[src/rtl/thee_mathsci_consts_pkg.sv]
// Shared mathematical constants for elaboration-time table generation.
package thee_mathsci_consts_pkg;

    localparam real const_pi = 3.14159265358979323846;

endpackage

[src/rtl/thee_sine_gen_pkg.sv]
// Types, default parameters and the quarter-wave table builder for thee_sine_gen.
package thee_sine_gen_pkg;

    localparam int DEF_LUT_SIZE = 128;
    localparam int DEF_PHASE_W  = 16;
    localparam int DEF_AMP_W    = 16;
    localparam int DEF_FREQ_RST = 512;

    typedef enum logic [1:0] {
        ST_IDLE,
        ST_RUN,
        ST_DRAIN
    } sine_state_e;

    // Entry k of the quarter table: round(sin(2*pi*k/lut_size) * full_scale); k <= lut_size/4 keeps it >= 0.
    function automatic int build_qlut(input int k, input int lut_size, input int amp_w);
        real fs;
        real v;
        fs = real'((longint'(1) << (amp_w - 1)) - 1);
        v  = $sin(2.0 * thee_mathsci_consts_pkg::const_pi * real'(k) / real'(lut_size)) * fs;
        return $rtoi(v + 0.5);
    endfunction

endpackage

[src/rtl/thee_sine_gen_if.sv]
// Frequency-word handshake and sample stream of thee_sine_gen.
interface thee_sine_gen_if
    import thee_sine_gen_pkg::*;
#(
    parameter int PHASE_W = DEF_PHASE_W,
    parameter int AMP_W   = DEF_AMP_W
) ();

    logic [PHASE_W-1:0]      freq_word;
    logic                    freq_valid;
    logic                    freq_ready;
    logic signed [AMP_W-1:0] sample_out;
    logic                    sample_valid;
    logic                    zc_pulse;

    modport master (
        output freq_word, freq_valid,
        input  freq_ready, sample_out, sample_valid, zc_pulse
    );

    modport slave (
        input  freq_word, freq_valid,
        output freq_ready, sample_out, sample_valid, zc_pulse
    );

endinterface

[src/rtl/thee_sine_qlut.sv]
// Quarter-wave sine table with quadrant fold; purely combinational index -> signed sample.
module thee_sine_qlut
    import thee_sine_gen_pkg::*;
#(
    parameter int LUT_SIZE = DEF_LUT_SIZE,
    parameter int AMP_W    = DEF_AMP_W
) (
    input  logic [$clog2(LUT_SIZE)-1:0] idx,
    output logic signed [AMP_W-1:0]     sample
);

    localparam int IDX_W = $clog2(LUT_SIZE);
    localparam int KW    = IDX_W - 2;
    localparam int Q     = LUT_SIZE / 4;

    logic signed [AMP_W-1:0] lut [0:Q];

    for (genvar k = 0; k <= Q; k++) begin : g_lut
        localparam int ENTRY = build_qlut(k, LUT_SIZE, AMP_W);
        assign lut[k] = AMP_W'(ENTRY);
    end

    logic [1:0]              quad;
    logic [KW:0]             k_fwd;
    logic [KW:0]             k_rev;
    logic signed [AMP_W-1:0] mag;

    // Odd quadrants read the table backwards; the upper half negates, so the wave is exactly symmetric.
    always_comb begin
        quad   = idx[IDX_W-1 -: 2];
        k_fwd  = {1'b0, idx[KW-1:0]};
        k_rev  = (KW+1)'(Q) - k_fwd;
        mag    = quad[0] ? lut[k_rev] : lut[k_fwd];
        sample = quad[1] ? -mag : mag;
    end

endmodule

[src/rtl/thee_sine_gen.sv]
// DDS sine source: phase accumulator, quarter-wave table, rising zero-crossing strobe.
// Optional real-valued output port ana_out under `THEE_SINEGEN_REAL_OUT_EN.
module thee_sine_gen
    import thee_sine_gen_pkg::*;
#(
    parameter int LUT_SIZE = DEF_LUT_SIZE,
    parameter int PHASE_W  = DEF_PHASE_W,
    parameter int AMP_W    = DEF_AMP_W,
    parameter int FREQ_RST = DEF_FREQ_RST
) (
    input  logic           clk,
    input  logic           rstn,
    input  logic           start,
    input  logic           stop,
    output logic           busy,
`ifdef THEE_SINEGEN_REAL_OUT_EN
    output real            ana_out,
`endif
    thee_sine_gen_if.slave sif
);

    localparam int IDX_W = $clog2(LUT_SIZE);

    sine_state_e             state_q, state_d;
    logic [PHASE_W-1:0]      phase_q, phase_d;
    logic [PHASE_W-1:0]      fw_active_q, fw_active_d;
    logic [PHASE_W-1:0]      pend_q, pend_d;
    logic                    pend_valid_q, pend_valid_d;
    logic                    wrap_q, wrap_d;
    logic                    last_q, last_d;
    logic                    zc_q, zc_d;
    logic                    sample_valid_q, sample_valid_d;
    logic signed [AMP_W-1:0] sample_q, sample_d;
    logic signed [AMP_W-1:0] lut_sample;
    logic [PHASE_W:0]        sum;
    logic                    ready;
    logic                    accept;

    thee_sine_qlut #(
        .LUT_SIZE (LUT_SIZE),
        .AMP_W    (AMP_W)
    ) u_qlut (
        .idx    (phase_q[PHASE_W-1 -: IDX_W]),
        .sample (lut_sample)
    );

    always_comb begin
        state_d        = state_q;
        phase_d        = phase_q;
        fw_active_d    = fw_active_q;
        pend_d         = pend_q;
        pend_valid_d   = pend_valid_q;
        wrap_d         = 1'b0;
        last_d         = 1'b0;
        zc_d           = 1'b0;
        sample_d       = '0;
        sample_valid_d = 1'b0;
        sum            = {1'b0, phase_q} + {1'b0, fw_active_q};
        ready          = (state_q == ST_IDLE) || !pend_valid_q;
        accept         = sif.freq_valid && ready;

        case (state_q)
            ST_IDLE: begin
                phase_d = '0;
                if (accept) fw_active_d = sif.freq_word;
                if (start && !stop) state_d = ST_RUN;
            end
            ST_RUN, ST_DRAIN: begin
                phase_d        = sum[PHASE_W-1:0];
                wrap_d         = sum[PHASE_W];
                zc_d           = wrap_q;
                sample_d       = lut_sample;
                sample_valid_d = 1'b1;
                // Frequency changes only take effect at a wrap, keeping the waveform phase-continuous.
                if (sum[PHASE_W] && pend_valid_q) begin
                    fw_active_d  = pend_q;
                    pend_valid_d = 1'b0;
                end
                if (accept) begin
                    pend_d       = sif.freq_word;
                    pend_valid_d = 1'b1;
                end
                if (state_q == ST_RUN) begin
                    if (stop) state_d = ST_DRAIN;
                end else if (start) begin
                    state_d = ST_RUN;
                end else begin
                    // last_q marks that the post-wrap sample has just been shown while draining.
                    last_d = wrap_q;
                    if (last_q || (fw_active_q == '0)) begin
                        state_d        = ST_IDLE;
                        phase_d        = '0;
                        wrap_d         = 1'b0;
                        last_d         = 1'b0;
                        zc_d           = 1'b0;
                        sample_d       = '0;
                        sample_valid_d = 1'b0;
                        if (pend_valid_d) begin
                            fw_active_d  = pend_d;
                            pend_valid_d = 1'b0;
                        end
                    end
                end
            end
            default: state_d = ST_IDLE;
        endcase
    end

    always_ff @(posedge clk or negedge rstn) begin
        if (!rstn) begin
            state_q        <= ST_IDLE;
            phase_q        <= '0;
            fw_active_q    <= PHASE_W'(FREQ_RST);
            pend_q         <= '0;
            pend_valid_q   <= 1'b0;
            wrap_q         <= 1'b0;
            last_q         <= 1'b0;
            zc_q           <= 1'b0;
            sample_valid_q <= 1'b0;
            sample_q       <= '0;
        end else begin
            state_q        <= state_d;
            phase_q        <= phase_d;
            fw_active_q    <= fw_active_d;
            pend_q         <= pend_d;
            pend_valid_q   <= pend_valid_d;
            wrap_q         <= wrap_d;
            last_q         <= last_d;
            zc_q           <= zc_d;
            sample_valid_q <= sample_valid_d;
            sample_q       <= sample_d;
        end
    end

    assign busy             = (state_q != ST_IDLE);
    assign sif.freq_ready   = ready;
    assign sif.sample_out   = sample_q;
    assign sif.sample_valid = sample_valid_q;
    assign sif.zc_pulse     = zc_q;

`ifdef THEE_SINEGEN_REAL_OUT_EN
    localparam real FS_R = real'((longint'(1) << (AMP_W - 1)) - 1);

    real ana_q, ana_d;

    always_comb ana_d = real'(sample_d) / FS_R;

    always_ff @(posedge clk or negedge rstn) begin
        if (!rstn) ana_q <= 0.0;
        else       ana_q <= ana_d;
    end

    assign ana_out = ana_q;
`endif

endmodule

[src/flat_wrapper.sv]
// flat-port wrapper written by rule: the top's interface ports become plain ports
module thee_sine_gen_flat import thee_sine_gen_pkg::*;
#(
    parameter int LUT_SIZE = DEF_LUT_SIZE,
    parameter int PHASE_W  = DEF_PHASE_W,
    parameter int AMP_W    = DEF_AMP_W,
    parameter int FREQ_RST = DEF_FREQ_RST
)
  (clk, rstn, start, stop, busy, sif_freq_word, sif_freq_valid, sif_freq_ready, sif_sample_out, sif_sample_valid, sif_zc_pulse);
  thee_sine_gen_if #(.PHASE_W(PHASE_W), .AMP_W(AMP_W)) sif_i ();
  input  logic clk;
  input  logic rstn;
  input  logic start;
  input  logic stop;
  output logic busy;
  input wire logic [$bits(sif_i.freq_word)-1:0] sif_freq_word;
  input wire logic [$bits(sif_i.freq_valid)-1:0] sif_freq_valid;
  output wire logic [$bits(sif_i.freq_ready)-1:0] sif_freq_ready;
  output wire logic [$bits(sif_i.sample_out)-1:0] sif_sample_out;
  output wire logic [$bits(sif_i.sample_valid)-1:0] sif_sample_valid;
  output wire logic [$bits(sif_i.zc_pulse)-1:0] sif_zc_pulse;
  assign sif_i.freq_word = sif_freq_word;
  assign sif_i.freq_valid = sif_freq_valid;
  assign sif_freq_ready = sif_i.freq_ready;
  assign sif_sample_out = sif_i.sample_out;
  assign sif_sample_valid = sif_i.sample_valid;
  assign sif_zc_pulse = sif_i.zc_pulse;
  thee_sine_gen #(.LUT_SIZE(LUT_SIZE), .PHASE_W(PHASE_W), .AMP_W(AMP_W), .FREQ_RST(FREQ_RST)) u_core (.clk(clk), .rstn(rstn), .start(start), .stop(stop), .busy(busy), .sif(sif_i));
endmodule
[config.mk]
export PLATFORM = sky130hd
export DESIGN_NAME = thee_sine_gen_flat
export DESIGN_NICKNAME = d
export VERILOG_FILES = /design/src/rtl/thee_mathsci_consts_pkg.sv /design/src/rtl/thee_sine_gen_pkg.sv /design/src/rtl/thee_sine_gen_if.sv /design/src/rtl/thee_sine_qlut.sv /design/src/rtl/thee_sine_gen.sv /design/src/flat_wrapper.sv
export SDC_FILE = /design/constraint.sdc
export NUM_CORES = 1
export LEC_CHECK = 0
export ABC_AREA = 0
export ABC_CLOCK_PERIOD_IN_PS = 4560
export CORE_UTILIZATION = 60
export DETAILED_ROUTE_END_ITERATION = 6
export PLACE_DENSITY = 0.83
export SYNTH_ARGS = -nofsm -noshare
export SYNTH_HDL_FRONTEND = slang
export SYNTH_SLANG_ARGS = --single-unit
[constraint.sdc]
create_clock -name clk -period 4.56 [get_ports clk]
set_clock_uncertainty 0.2 [all_clocks]
set_input_delay 1.368 -clock clk [delete_from_list [all_inputs] [get_ports clk]]
set_output_delay 1.368 -clock clk [all_outputs]
set_load 0.02 [all_outputs]
==> flow_metrics.tcl <==
set metrics [dict create \
    status "completed" \
    instances_no_fill 963 \
    cts-buffers-inserted 9 \
    place_area_mm2 0.00711 \
    powerDensity_mw_per_mm2 681 \
    fin_nets 881 \
    drt-total-wl_mm 19.9 \
    dieArea_mm2 0.0114 \
    diodes 0 \
    cts-htree-levels 3 \
    num_rows 37 \
    layout_commonest_cell "nand2_1" \
    cts.repair.resized 0 \
    via_per_inst 6.92 \
    die-height_um 107 \
    dpl.hpwl_mm 13.9 \
    coreArea_mm2 0.0105 \
    fin_tns_setup_ns 0 \
    syn_area_mm2 0.00659 \
    syn-num-nets 865 \
    grt_first_pass_wirelength_mm 32.2 \
    io_pins 41 \
    vias 6663 \
    antenna_left 0 \
    reg2reg_depth 12 \
    fmax_mhz 237 \
    drv_slew 0 \
    hold_violations 0 \
    syn_to_final_growth_pct 10.7 \
    rsz0062_at_grt "false" \
    max_slew_margin_pct 33.0 \
    synth_cell_type_count 79 \
    synthFlopType "dfrtp_1" \
    start_kind "register" \
    ys_seq_elements 71 \
    drt_first_pass_iters 6 \
    cts_tree "built" \
    die_w_um 107 \
    placement.io_buffers 40 \
    regToRegSetupSlack_ns 0.42 \
    post_drt_wl_per_cell_um 20.7 \
    required_ns 2.99 \
    start_util_pct 63.0 \
    timing.final.crit_period_ns 4.22 \
    cts_buffer_depth 2 \
    cts_root_buf "clkbuf_8" \
    post-route-period-util_pct 92.6 \
    worst_pin_slew_ns 0.993 \
    critical_path_class "register to output pin" \
    antenna_found_initial 0 \
    finalInstanceArea_mm2 0.00729 \
    path_max_fanout 19 \
    setup_viol 0 \
    reg2reg_from "u_core.phase_q[9]" \
    crit_arrival_ns 2.66 \
    cts_setup_buffers 0 \
    endpoint "sif_freq_ready" \
    r2r-end "u_core.sif.sample_out[13]" \
    grt-ovfl-total 0 \
    leakage_nw 3.17 \
    critPathLaunch "u_core.state_q[0]" \
    gp_congestion 0.965 \
    hold_class "register to register" \
    dp_cells 947 \
    grt_pass1_vias 6353 \
    synth_cells 806 \
    yosys_warnings 0 \
    clkTransAtPathRegs_ns 0.08 \
    clk_latency_ns 0.37 \
    grt_max_degree 72 \
    ctsHoldBuffers 0 \
    ys_seq_area_share_pct 27.0 \
    drive_gt1_share_pct 11.6 \
    cap_viol_max_count 0 \
    syn_area_per_cell_um2 8.17 \
    grt_use_total_pct 36.0 \
    cts.sinks 71 \
    synthArstFlopShare_pct 100 \
    ir_drop_mv 0.663 \
    synth_edf_count 0 \
    timing.hold.ws_ns 0.298 \
    critPathCaptureType "output pin" \
    final_cell_mix "nand2_1 (81), dfrtp_1 (69), nor2_1 (68), a21oi_1 (63), clkdlybuf4s50_1 (39)" \
    drt_iter0_drc 564 \
    drc 0 \
]
## final cells by class
class / count / area [um^2]
inverters: 26 / 97.6
clock buffers: 10 / 138
clock inverters: 6 / 42.5
well taps: 136 / 170
multi-input cells: 642 / 4430
flip-flops and latches: 71 / 1780
repair buffers: 72 / 636
fillers: 894 / 3170
## worst min-delay path by stage
| stage | cells past startpoint | startpoint | end | slack [ns] |
|---|---|---|---|---|
| floorplan | 2 | u_core.phase_q[2] | u_core.phase_q[2] | 0.25 |
| global placement | 2 | u_core.phase_q[2] | u_core.phase_q[2] | 0.27 |
| detailed placement | 2 | u_core.phase_q[4] | u_core.phase_q[4] | 0.28 |
| CTS | 2 | u_core.phase_q[4] | u_core.phase_q[4] | 0.30 |
| global route | 2 | u_core.phase_q[4] | u_core.phase_q[4] | 0.33 |
| finish | 2 | u_core.phase_q[4] | u_core.phase_q[4] | 0.30 |
## power by group
part           switching [mW]  internal [mW]  leakage (nW)
clock network           0.265          0.214        0.0891
logic                    2.13           1.35          2.16
registers               0.177          0.833         0.923
total                    2.57           2.39          3.17
## per-stage QoR
| stage | setup WS [ns] | util (%) | power (mW) |
|---|---|---|---|
| floorplan | 0.430 | - | 3.47 |
| global placement | 0.667 | 68.0 | 4.32 |
| detailed placement | 0.560 | 68.0 | 4.40 |
| CTS | 0.412 | 69.7 | 4.89 |
| global route | 0.278 | 69.7 | 5.30 |
| finish | 0.336 | 69.7 | 4.96 |
## state kept, by name (all words and copies together) (netlist names)
name and cells:
u_core.pend_valid_q 1, u_core.sif.sample_out 16, u_core.pend_q 16, u_core.phase_q 16, u_core.wrap_q 1, u_core.fw_active_q 16
u_core.sif.zc_pulse 1, u_core.last_q 1, u_core.sif.sample_valid 1, u_core.state_q 2
## logic make-up after synthesis
| logic type | Yosys count | share of synthesized area (%) |
|---|---|---|
| flops | 71 | 27.0 |
| xor+xnor | 24 | 3.42 |
| buf+inv | 93 | 5.89 |
| fa+ha+maj | 38 | 7.33 |
| mux | 35 | 6.08 |
| compound gates | 273 | 29.3 |
| simple gates | 272 | 20.9 |
## worst max-delay path, stage by stage (launching register included)
cell and delay [ns]:
dfrtp_1 0.42, inv_1 0.07, ha_1 0.70, inv_1 0.27, nand2_1 0.20, clkdlybuf4s50_1 0.62
## cells in the mapped netlist (10+ instances only)
library cell	number	area (um^2)
a211o_1	17	149
a211oi_1	24	180
a21o_1	10	75.1
a21oi_1	63	315
a22oi_1	16	120
buf_2	16	80.1
clkbuf_1	43	161
dfrtp_1	70	1750
ha_1	37	463
inv_1	25	93.8
mux2_2	20	225
mux2i_1	13	130
nand2_1	81	304
nand2b_1	13	81.3
nand3_1	18	90.1
nor2_1	68	255
nor2b_1	17	106
nor3_1	13	65.1
nor3b_1	19	143
nor4_1	11	68.8
o21ai_0	32	160
o31ai_1	13	97.6
xnor2_1	13	114
## routing by layer
metal | vias to the layer above | wire [um] | GRT usage (%) | share of wire [%]
met5 | - | 0 | 0 | 0
met4 | 0 | 1050 | 21.3 | 5.3
met3 | 77 | 1450 | 5.11 | 7.3
met2 | 373 | 9720 | 60.2 | 49
met1 | 3172 | 7690 | 44.1 | 39
li1 | 3041 | - | - | -
(Power assumes the default switching activity.)
